==> src/rtl/trap_ctrl.sv <==
// trap_ctrl: selects one exception cause by priority and sequences the
// stall/flush, CSR strobe and fetch redirect for trap entry and mret.
module trap_ctrl #(
  parameter int XLEN  = 32,
  parameter int CNT_W = 16
) (
  input  logic             clk,
  input  logic             reset_x,
  input  logic             inst_valid,
  input  logic [XLEN-1:0]  pc,
  input  logic [31:0]      inst,
  input  logic [XLEN-1:0]  fetch_addr,
  input  logic [XLEN-1:0]  mem_addr,
  input  logic             exc_inst_misaligned,
  input  logic             exc_illegal,
  input  logic             exc_ebreak,
  input  logic             exc_ecall,
  input  logic             exc_store_misaligned,
  input  logic             exc_load_misaligned,
  input  logic             mret_inst,
  input  logic [1:0]       priv_mode,
  input  logic [XLEN-1:0]  mtvec,
  input  logic [XLEN-1:0]  mepc,
  output logic             exception_o,
  output logic             mret_o,
  output logic [3:0]       mcause_o,
  output logic [XLEN-1:0]  mepc_o,
  output logic [XLEN-1:0]  mtval_o,
  output logic             stall,
  output logic             flush,
  output logic             redirect_valid,
  output logic [XLEN-1:0]  redirect_pc,
  output logic [CNT_W-1:0] trap_count
);

  typedef enum logic [1:0] {IDLE, TRAP_ENTER, MRET_EXEC, REDIRECT} state_e;

  state_e            state_q, state_d;
  logic [3:0]        cause_d, mcause_q;
  logic [XLEN-1:0]   tval_d, mtval_q, mepc_q, rpc_q;
  logic [CNT_W-1:0]  cnt_q;
  logic              exc_hit, mret_ok, m_mode;

  assign m_mode  = (priv_mode == 2'b11);
  assign mret_ok = mret_inst && m_mode;

  // Priority encode the exception sources into cause/tval.
  always_comb begin
    exc_hit = 1'b1;
    cause_d = 4'd0;
    tval_d  = '0;
    if (exc_inst_misaligned) begin
      cause_d = 4'd0;
      tval_d  = fetch_addr;
    end else if (exc_illegal || (mret_inst && !m_mode)) begin
      cause_d = 4'd2;
      tval_d  = XLEN'(inst);
    end else if (exc_ebreak) begin
      cause_d = 4'd3;
      tval_d  = pc;
    end else if (exc_ecall) begin
      // Environment call code is 8 plus the privilege level (U=8, M=11).
      cause_d = 4'd8 + {2'b00, priv_mode};
    end else if (exc_store_misaligned) begin
      cause_d = 4'd6;
      tval_d  = mem_addr;
    end else if (exc_load_misaligned) begin
      cause_d = 4'd4;
      tval_d  = mem_addr;
    end else begin
      exc_hit = 1'b0;
    end
  end

  // Next-state and strobe decode; inputs only matter in IDLE.
  always_comb begin
    state_d        = state_q;
    exception_o    = 1'b0;
    mret_o         = 1'b0;
    stall          = 1'b0;
    flush          = 1'b0;
    redirect_valid = 1'b0;
    case (state_q)
      IDLE: begin
        if (inst_valid) begin
          if (exc_hit)      state_d = TRAP_ENTER;
          else if (mret_ok) state_d = MRET_EXEC;
        end
      end
      TRAP_ENTER: begin
        exception_o = 1'b1;
        stall       = 1'b1;
        flush       = 1'b1;
        state_d     = REDIRECT;
      end
      MRET_EXEC: begin
        mret_o  = 1'b1;
        stall   = 1'b1;
        flush   = 1'b1;
        state_d = REDIRECT;
      end
      REDIRECT: begin
        redirect_valid = 1'b1;
        stall          = 1'b1;
        flush          = 1'b1;
        state_d        = IDLE;
      end
      default: state_d = IDLE;
    endcase
  end

  // State register.
  always_ff @(posedge clk or negedge reset_x) begin
    if (!reset_x) state_q <= IDLE;
    else          state_q <= state_d;
  end

  // Capture trap info on entry; held until the next trap.
  always_ff @(posedge clk or negedge reset_x) begin
    if (!reset_x) begin
      mcause_q <= 4'd0;
      mepc_q   <= '0;
      mtval_q  <= '0;
    end else if (state_q == IDLE && inst_valid && exc_hit) begin
      mcause_q <= cause_d;
      mepc_q   <= pc;
      mtval_q  <= tval_d;
    end
  end

  // Redirect target: mtvec base (vectored mode ignored) or mepc sampled
  // before the CSR file applies the mret update; trap counter saturates.
  always_ff @(posedge clk or negedge reset_x) begin
    if (!reset_x) begin
      rpc_q <= '0;
      cnt_q <= '0;
    end else if (state_q == TRAP_ENTER) begin
      rpc_q <= {mtvec[XLEN-1:2], 2'b00};
      if (cnt_q != '1) cnt_q <= cnt_q + CNT_W'(1);
    end else if (state_q == MRET_EXEC) begin
      rpc_q <= {mepc[XLEN-1:2], 2'b00};
    end
  end

  assign mcause_o    = mcause_q;
  assign mepc_o      = mepc_q;
  assign mtval_o     = mtval_q;
  assign redirect_pc = rpc_q;
  assign trap_count  = cnt_q;

endmodule

==> config.mk <==
export PLATFORM = sky130hd
export DESIGN_NAME = trap_ctrl
export DESIGN_NICKNAME = d
export VERILOG_FILES = /design/src/rtl/trap_ctrl.sv
export SDC_FILE = /design/constraint.sdc
export NUM_CORES = 1
export LEC_CHECK = 0
export BUFFER_PORTS_ARGS = -buffer_cell sky130_fd_sc_hd__buf_2
export CAP_MARGIN = 20
export CORE_AREA = 2 2 127 129
export CTS_CLUSTER_SIZE = 8
export DETAILED_ROUTE_END_ITERATION = 8
export DIE_AREA = 0 0 129 131
export PLACE_DENSITY = 0.7
export SYNTH_ARGS = -nofsm -noshare
export SYNTH_HDL_FRONTEND = slang
export SYNTH_SLANG_ARGS = --single-unit
export TNS_END_PERCENT = 30
==> constraint.sdc <==
create_clock -name clk -period 3.7 [get_ports clk]
set_input_delay 0.185 -clock clk [delete_from_list [all_inputs] [get_ports clk]]
set_output_delay 0.185 -clock clk [all_outputs]
set_load 0.01 [all_outputs]
# Yosys cells after proc, flatten, opt, wreduce, memory -nomap -nowiden
# Index checks and enable logic that the tools add are counted.
dict set report classes {
  div 0
  n_addsub 2
  n_shift 0
  n_reduce_logical 12
  mul 0
  eq_ne 7
  muxes 28
  bitwise_logic 0
  order_cmp 0
}
# cell n
set ops {}
lappend ops {{$mux W32} 8}
lappend ops {{$add A16 B1 Y16 const B} 1}
lappend ops {{$mux W4} 4}
lappend ops {{$ne A16 B16 Y1 const B} 1}
lappend ops {{$mux W1} 10}
lappend ops {{$eq A2 B2 Y1 const B} 3}
lappend ops {{$mux W2} 3}
lappend ops {{$mux W3} 2}
lappend ops {{$pmux W2 S3} 1}
lappend ops {{$add A4 B2 Y4 const A} 1}
lappend ops {{$logic_and A1 B1 Y1} 4}
lappend ops {{$reduce_and A2 Y1} 2}
lappend ops {{$ne A3 B3 Y1 const B} 1}
lappend ops {{$reduce_or A3 Y1} 1}
lappend ops {{$eq A2 B1 Y1 const B} 1}
lappend ops {{$logic_not A2 Y1} 1}
lappend ops {{$ne A2 B2 Y1 const B} 1}
lappend ops {{$reduce_bool A2 Y1} 1}
lappend ops {{$reduce_or A2 Y1} 1}
lappend ops {{$logic_not A1 Y1} 1}
lappend ops {{$logic_or A1 B1 Y1} 1}
dict set report word_totals {
  output_inout_bits 121
  latchBits 0
  reg_bits 118
  n_memories 0
  mem_bits_rw 0
  mem_bits_ro 0
}

# Logic depth before layout (Yosys ltp)
# Gate-level depths: netlist (run 1).
dict set report depth {
  ltp_word 9
  depth_mapped 8
  mapped_depth_nobuf 6
}

# Worst setup path after synthesis (run 1)
# No wires, ideal clock.
dict set report synth_timing {
  path_kind {register to register}
  from {register cnt_q[0] (netlist: trap_count[0])}
  to {register cnt_q[1] (netlist: trap_count[1])}
  setup_slack_ps 1701
  period_less_slack_ps 1999
  arrival_time_ps 1872
  stages_incl_launch_ff 7
  required_ps 3572
  setup_time_ps 128
  n_path_buf 1
  cell_sequence {dfrtp_1 ha_1 nand3_1 or4_1 clkbuf_1 nand2_1 mux2_1}
}
dict set report synth_via {
  elab_chain_cells 2
  elab_cells_between_ends 3
  classes_between {add/sub (1); eq/ne (1); reduce/logical (1)}
}
# item line_no
set synth_lines {}
lappend synth_lines {{start: declaration} 41} ;# logic [CNT_W-1:0] cnt_q;
lappend synth_lines {{start signal: assignment} 139} ;# if (cnt_q != '1) cnt_q <= cnt_q + CNT_W'(1);
lappend synth_lines {{parallel branches: the longest is 2 deep, another holds $add A16 B1 Y16} n/a}
# Several ways; the timed one is not identified.
# A chain may end at the register's enable or synchronous reset.

# Final worst setup path (run 1)
dict set report layout_timing {
  from {register state_q[0]}
  to {register mtval_q[19] (netlist: mtval_o[19])}
}
dict set report layout_via {
  elab_chain_cells 3
}
# item line_no
set layout_lines {}
lappend layout_lines {{start: declaration} 38} ;# state_e state_q, state_d;
lappend layout_lines {{start signal: assignment} 115} ;# else state_q <= state_d;
lappend layout_lines {{$logic_not A2 Y1} 124} ;# end else if (state_q == IDLE && inst_valid && exc_hit) begin
lappend layout_lines {{$logic_and A1 B1 Y1 (2 in series)} 124}
lappend layout_lines {{end signal: assignment} 127} ;# mtval_q <= tval_d;
lappend layout_lines {{end: declaration} 40} ;# logic [XLEN-1:0] tval_d, mtval_q, mepc_q, rpc_q;
# Every way passes these cells.

==> results.cfg, run 1 <==
[logic_synthesis]
ys_types = 42
syn_inst = 647
synth_top_area_cell = dfrtp_1
ys.flop_type = dfrtp_1
yosys_warnings = 0
ys_seq_area_share_pct = 49.2
synth_edf_count = 0
ys_seq_elements = 116
synth_top_cell_area_share_pct = 49.2
synth-async-reset-ratio_pct = 100
synth.area.top_cells = dfrtp_1, a21oi_1, nand2_1, mux2i_1, a211o_1
syn_area_sq_um = 5890
syn_avg_cell_area_sq_um = 9.11

[power_and_ir_drop]
seqPwrFrac_pct = 32.4
power_leakage_nw = 4.28
comb_power_share_pct = 41.0
p_per_area_nw_per_um2 = 783
power_frac_clock_pct = 26.5
power.switching_w = 0.00251
internal-power_w = 0.00414
swShare_pct = 37.8
ir_drop_uv = 349

[global_routing]
first_global_vias = 5906
grt_use_total_pct = 23.6
grt_antenna_before_repair = 0
globalRouteOverflowTotal = 0
grt_pass1_wl_mm = 30.7
grt_max_degree = 71

[setup_path]
cp-start-kind = flop
worstSetupPathType = flop to flop
end_kind = flop
r2r_end = mtval_o[19]
r2r_start = state_q[0]
worst_ep_required_time_ns = 4.03
path_cells = inv_1 > ha_1 > and2_1 > o41a_2 > buf_4 > nor2_1 > a21oi_1
cp.arrival_ns = 2.62
critical-path-top-delay-family = compound AO/OA/AOI/OAI gates
crit_buf_inv = 2
crit_path_top_delay_cell = o41a_2
critical_path_depth = 7
reg2reg_depth = 7
regToRegSetupSlack_ns = 1.41
crit_path_max_incr_delay_ns = 0.71
worst-path-max-fanout = 39

[drt]
vias = 6221
vias_per_cell = 5.23
first_pass_iters = 5
met3WireLength_mm = 1.45
wl_met2_mm = 9.87
wl_per_cell_um = 17.2
wl_met1_mm = 8.52
routed.top_layer = met4
drtAntennaViolNets = 0
drt_iter0_markers = 470
wl_mm = 20.4
drc = 0

[worst_hold_path]
hold_depth = 3
worstHoldStart = pc[9]
hp-class = primary input to flop
whs_endpoint = mepc_o[9]

[floorplan]
start_util_pct = 37.8
die_w_um = 129
ios = 325
fp.dieArea_sq_um = 16900
core_area_sq_um = 15600
die_h_um = 131
rows = 46

[clock_network]
cts_sinks = 116
root_buffer = clkbuf_16
clk_path_buf_depth = 2
htree_num_levels = 4
clkLatencyLatePin_ns = 0.41
post_cts_buffers = 0
hold_buffers = 23
ctsResizeCount = 0
path_clk_slew_ns = 0.05
cts_made_buffers = 17
cts_tree = done

[cells_and_area]
syn2layout_area_growth_pct = 44.2
drive_gt1_share_pct = 37.7
fin_area_sq_um = 8500
antennaDiodeCount = 0
final_net_count = 1172
fin_cells = 1190

[timing]
hold_viol_final = 0
setup_ws_ns = 1.41
period_share_pct = 61.8
rsz0062_at_grt = false
period_needed_ns = 2.29
slew_headroom_pct = 31.5
worst_pin_slew_ns = 1.03
clock.fmax_mhz = 437
finalSetupViolations = 0
finalMaxSlewViolations = 0
finClkSkew_ns = 0.00595
finalSetupTns_ns = 0

[place]
placed_cells = 1137
port_buffers = 318
routabilityCongestion = 0.863
hpwl_mm = 14.3
postPlaceCellArea_sq_um = 7640
dp_slack_ns = 1.24

[run]
drv_cap = 0

[status]
outcome = completed
-- routing by layer --
metal  global-route usage (%)  vias up
met5                        0        -
met4                     10.8        0
met3                     5.46       44
met2                     37.8      298
met1                     30.5     2934
li1                         -     2945
-- registers in the layout (all words and copies together), names as in the netlist --
name,flops
mepc_o,32
mtval_o,32
redirect_pc,30
trap_count,16
mcause_o,4
state_q,2
-- worst max-delay path by stage --
stage                  startpoint             to  slack [ns]
floorplan           trap_count[0]  trap_count[1]        1.70
global placement       exc_ebreak    mtval_o[31]        1.28
detailed placement     exc_ebreak    mtval_o[31]        1.24
CTS                    state_q[0]    mtval_o[19]        1.37
global route           state_q[0]    mtval_o[23]        1.19
finish                 state_q[0]    mtval_o[19]        1.41
-- cell usage after synthesis (all sizes together) (2+ instances only) --
library cell and number:
a32oi 32, nand4 7, nand3 11, nand2b 2, dfrtp 116, buf 18, mux2 2, a31oi 2
o41ai 5, nor2b 3, a211o 32, ha 5, mux2i 31, nor2 67, or2 2, nand2 104
inv 4, and3 5, and2 4, a21oi 128, xor2 2, xnor2 10, clkbuf 40
-- cells in the final DEF, fill, tap and decap left out, types with 2 or more instances in the layout --
cell type      count
ha_1               4
xor2_1             2
mux2i_1           31
nand2b_1           2
a31oi_1            2
dfrtp_1          116
and3_1             5
nor2_1            65
clkbuf_16         17
clkinv_2           3
a32oi_1           32
a211o_1           32
or2_1              2
xnor2_1           10
inv_1              3
clkbuf_8           4
a21oi_1          128
nand2_1          104
o41ai_1            4
nor2b_1            3
buf_4             13
nor2_2             2
nand3_1           11
dlygate4sd3_1     23
and2_1             4
conb_1             2
nand4_1            7
mux2_1             2
buf_2            317
bufinv_16          4
-- tightest hold or removal path, delay by kind of cell --
family	cells	cell delay (ns)
buffers and inverters	1	0.10
and+or+nand+nor	2	0.10
-- per-stage QoR --
step	utilization, %	hold WS (ns)	total power [W]
after global placement	49.0	0.373	0.00483
after CTS	54.5	0.00200	0.00671
after floorplan	-	-0.111	0.00379
after global routing	54.5	0.00286	0.00711
after detailed placement	49.0	0.378	0.00490
final	54.5	0.0105	0.00665
-- kinds of logic after synthesis --
logic type / after synthesis / synth area share, %
XOR/XNOR: 12 / 1.78
AO/OA/AOI/OAI: 208 / 23.0
multiplexers: 33 / 5.65
other: 1 / 0.0636
flip-flops: 116 / 49.2
AND/OR/NAND/NOR: 210 / 14.8
adder cells (fa/ha/maj): 5 / 1.06
buffers and inverters: 62 / 4.37
-- power by group through the flow --
stage	registers, W	logic [W]	clock network [W]
floorplan	0.00243	0.00137	0
global placement	0.00215	0.00267	0
detailed placement	0.00216	0.00274	0
CTS	0.00216	0.00276	0.00179
global route	0.00223	0.00302	0.00186
finish	0.00216	0.00273	0.00176
-- final cells by class --
cell class	instances	area, sq um
clock buffers	21	480
well taps	216	270
fillers	1485	7100
multi-input cells	470	2750
flip-flops and latches	116	2900
inverters	4	15.0
repair buffers	354	1930
clock inverters	9	151
Note: power is estimated with default switching activity, not from simulation.
==> run 2: changes to the inputs <==
CORE_AREA = 2 2 125 127   (was 2 2 127 129)
DIE_AREA = 0 0 127 129   (was 0 0 129 131)
PLACE_DENSITY = 0.72   (was 0.7)
clock period = 2.35 ns   (was 3.7 ns; I/O delays follow)
==> run 2 against run 1 <==
Total power grew 55%. Global-route usage grew 1.9 points. Clock skew grew 0.012 ns. Critical path depth shrank 1. Cell area grew 2.5%. Hold slack gained 0.0031 ns.
==> results.cfg, run 2 (synthesis gave the netlist of run 1 again) <==
[status]
outcome = completed

[place]
routabilityCongestion = 0.788
port_buffers = 318
placed_cells = 1113
hpwl_mm = 14.4
postPlaceCellArea_sq_um = 7670

[clock_network]
ctsResizeCount = 0
root_buffer = clkbuf_16
cts_made_buffers = 17
path_clk_slew_ns = 0.05
clk_path_buf_depth = 2
cts_tree = done
cts_sinks = 116
htree_num_levels = 4
clkLatencyLatePin_ns = 0.42

[setup_path]
regToRegSetupSlack_ns = 0.39
cp-start-kind = flop
crit_path_top_delay_cell = dlygate4sd3_1
end_kind = flop
worst-path-max-fanout = 41
worstSetupPathType = flop to flop
r2r_end = redirect_pc[2]
crit_path_max_incr_delay_ns = 0.57
r2r_start = state_q[1]
crit_buf_inv = 3
critical_path_depth = 6
path_cells = inv_1 > ha_2 > buf_12 > mux2i_1 > dlygate4sd3_1 > a21oi_1
reg2reg_depth = 6
worst_ep_required_time_ns = 2.61
cp.arrival_ns = 2.22
critical-path-top-delay-family = buffers and inverters

[timing]
finClkSkew_ns = 0.0182
finalSetupTns_ns = 0
worst_pin_slew_ns = 0.756
slew_headroom_pct = 49.6
finalMaxSlewViolations = 0
finalSetupViolations = 0
rsz0062_at_grt = false
hold_viol_final = 0
clock.fmax_mhz = 509
period_needed_ns = 1.96
period_share_pct = 83.6

[floorplan]
rows = 45
core_area_sq_um = 15000
ios = 325
start_util_pct = 39.4
fp.dieArea_sq_um = 16400
die_h_um = 129
die_w_um = 127

[cells_and_area]
final_net_count = 1200
final.fill_count = 1340
fin_cells = 1191
final_common_cell = buf_2
utilization_pct = 58.2
antennaDiodeCount = 0
multiInputGateArea_sq_um = 2750
syn2layout_area_growth_pct = 47.8
ff_latch_area_sq_um = 2900
final_cell_mix = buf_2, a21oi_1, dfrtp_1, nand2_1, nor2_1
drive_gt1_share_pct = 36.9
fin_area_sq_um = 8710

[drt]
wl_per_cell_um = 17.7
vias_per_cell = 5.42
vias = 6458
drt_iter0_markers = 412
wl_mm = 21.1
drc = 0
drtAntennaViolNets = 0
first_pass_iters = 5

[power_and_ir_drop]
ir_drop_uv = 502
p_per_area_nw_per_um2 = 1180
finalPower_w = 0.0103
power_leakage_nw = 4.37

[worst_hold_path]
hp-class = primary input to flop
worstHoldStart = fetch_addr[17]
hold_depth = 3
whs_endpoint = mtval_o[17]

[global_routing]
grt_max_degree = 69
grt_use_total_pct = 25.5
globalRouteOverflowTotal = 0
grt_pass1_wl_mm = 32.6
first_global_vias = 6387
grt_antenna_before_repair = 0

[run]
drv_cap = 0
-- run 2: final cells by class --
type	instances	share of cell area [%]
multi-input combinational	470	31.5
inverter	4	0.172
sequential	116	33.3
tap	188	2.70
timing repair buffer	382	25.7
clock buffer	21	5.29
clock inverter	10	1.24
-- run 2: worst max path at each step --
stage / slack (ns) / startpoint / to
6_report: 0.39 / state_q[1] / redirect_pc[2]
5_1_grt: 0.23 / state_q[1] / redirect_pc[2]
4_1_cts: 0.39 / trap_count[0] / trap_count[1]
3_5_place_dp: 0.39 / state_q[0] / mtval_o[25]
3_3_place_gp: 0.47 / trap_count[0] / trap_count[1]
2_1_floorplan: 0.35 / trap_count[0] / trap_count[1]
-- run 2: through the flow --
step	hold WS (ns)	worst slack, ns
finish	0.0135	0.385
global route	0.0109	0.231
CTS	0.000496	0.393
detailed placement	0.121	0.392
global placement	0.124	0.467
floorplan	-0.178	0.351
-- run 2: what timing repair did --
action	in CTS	in global routing
setup endpoints to repair	0	0
hold endpoints to repair	81	0
hold buffers	47	0
buffers inserted	0	0
-- run 2: metal layers --
layer	up-vias	GRT usage (%)	routed length [um]
li1	3000	-	-
met4	0	10.7	511
met5	-	0	0
met1	3058	31.5	8480
met2	349	42.5	10400
met3	51	6.69	1770
-- run 2: worst min-delay path: cells and delay by family --
kind,cells,cell delay (ns)
AO/OA/AOI/OAI,2,0.18
buffers and inverters,1,0.08
-- run 2: report_power, final --
group          internal (W)  switching (W)
Clock               0.00160       0.000897
Sequential          0.00291       0.000515
Combinational       0.00179        0.00258
Total               0.00630        0.00399
==> run 3: changes to the inputs <==
CORE_AREA = 2 2 127 129   (was 2 2 125 127)
DIE_AREA = 0 0 129 131   (was 0 0 127 129)
PLACE_DENSITY = 0.73   (was 0.72)
clock period = 1.8 ns   (was 2.35 ns; I/O delays follow)
==> run 3 against run 2 <==
Highest routed layer unchanged. Critical endpoint is now mtval_o[25]. Routed wire length grew 7.2%. Register-to-register slack lost 0.30 ns. Total power grew 36%. Largest cell class is now non-clock buffers.
==> results.cfg, run 3 (synthesis gave the netlist of run 1 again) <==
[timing]
finalSetupTns_ns = 0
worst_pin_slew_ns = 0.744
finalMaxSlewViolations = 0
period_needed_ns = 1.74
finalSetupViolations = 0
hold_viol_final = 0
clock.fmax_mhz = 574
holdWs_ns = 0.00395
slew_headroom_pct = 50.4
rsz0062_at_grt = true
finClkSkew_ns = 0.00582
setup_ws_ns = 0.0592
period_share_pct = 96.7

[floorplan]
die_w_um = 129
start_util_pct = 37.8
core_area_sq_um = 15600
ios = 325
fp.dieArea_sq_um = 16900
die_h_um = 131
rows = 46

[setup_path]
r2r_start = state_q[0]
cp-start-kind = primary input
worst-path-max-fanout = 65
worst_ep_required_time_ns = 2.10
worstSetupPathType = primary input to flop
reg2reg_depth = 8
regToRegSetupSlack_ns = 0.09
r2r_end = mtval_o[4]
end_kind = flop
cp.arrival_ns = 2.04

[cells_and_area]
utilization_pct = 61.2
final_common_cell = buf_2
syn2layout_area_growth_pct = 61.9
drive_gt1_share_pct = 36.7
final.fill_count = 1318
fin_area_sq_um = 9540
final_net_count = 1271
final_cell_mix = buf_2, a21oi_1, dfrtp_1, nand2_1, dlygate4sd3_1
antennaDiodeCount = 0

[global_routing]
grt_max_degree = 69
grt_use_total_pct = 26.1
first_global_vias = 6748
globalRouteOverflowTotal = 0
grt_pass1_wl_mm = 34.1
grt_antenna_before_repair = 0

[status]
outcome = completed

[worst_hold_path]
hold_depth = 3
hp-class = primary input to flop
whs_endpoint = redirect_pc[26]
worstHoldStart = mepc[26]

[clock_network]
cts_tree = done
clk_path_buf_depth = 2
cts_sinks = 116
cts_made_buffers = 17
root_buffer = clkbuf_16
clkLatencyLatePin_ns = 0.41
htree_num_levels = 4
path_clk_slew_ns = 0.06

[drt]
drtAntennaViolNets = 0
wl_mm = 22.7
vias_per_cell = 5.25
drc = 0
vias = 6776
drt_iter0_markers = 477
wl_per_cell_um = 17.5
first_pass_iters = 7

[place]
port_buffers = 318
hpwl_mm = 14.7
routabilityCongestion = 0.808
dp_slack_ns = 0.0645
postPlaceCellArea_sq_um = 7890

[power_and_ir_drop]
power_leakage_nw = 4.74
ir_drop_uv = 781
p_per_area_nw_per_um2 = 1470

[run]
drv_cap = 0
-- run 3: cell types whose count changed in the layout (fill, tap and decap cells not counted), moves of 2 or more --
| cell | delta |
|---|---|
| dlygate4sd3_1 | +54 |
| o41ai_1 | -3 |
| clkbuf_8 | -2 |
| clkinv_4 | +4 |
| buf_12 | +4 |
| buf_4 | +11 |
| o41ai_2 | +3 |
-- run 3: cell type report --
class	instances	area (sq um)	share of cell area, %
repair buffers	453	2980	31.2
flip-flops and latches	116	2900	30.4
multi-input cells	470	2780	29.1
clock buffers	19	433	4.54
well taps	216	270	2.83
clock inverters	13	160	1.68
inverters	4	15.0	0.157
-- run 3: per-layer routing --
metal	track usage, %	vias to the layer above	part of all wire (%)
li1	-	3142	-
met1	32.2	3176	39
met2	43.5	383	50
met3	5.94	75	7.4
met4	12.5	0	3.7
met5	0	-	0
-- run 3: report_power, final --
part	switching, W	internal (W)
logic	0.00353	0.00262
clock network	0.00122	0.00217
registers	0.000640	0.00380
total	0.00539	0.00859
-- run 3: worst max-delay path: stages --
cell,delay (ns)
dlygate4sd3_1,0.55
buf_2,0.17
or2_4,0.28
o41a_2,0.48
buf_12,0.20
nor2_1,0.15
a21oi_1,0.06
-- run 3: metrics by stage --
step | cells | power (W)
6_report | 1291 | 0.0140
5_1_grt | 1291 | 0.0149
4_1_cts | 1289 | 0.0139
3_5_place_dp | 1156 | 0.0103
3_3_place_gp | 1156 | 0.0101
2_1_floorplan | 648 | 0.00781
-- run 3: worst max path at each step --
stage	to	startpoint
final	mtval_o[25]	exc_ecall
after global routing	mtval_o[4]	state_q[1]
after CTS	mtval_o[20]	exc_ecall
after detailed placement	mtval_o[20]	exc_load_misaligned
after global placement	trap_count[1]	trap_count[12]
after floorplan	trap_count[1]	trap_count[4]
-- run 3: timing repair --
action | in CTS | in global routing
hold endpoints to repair | 111 | 0
endpoints found under the setup margin | 0 | 36
buffers inserted | 0 | 1
gates resized for setup | 0 | 6
hold buffers | 101 | 0
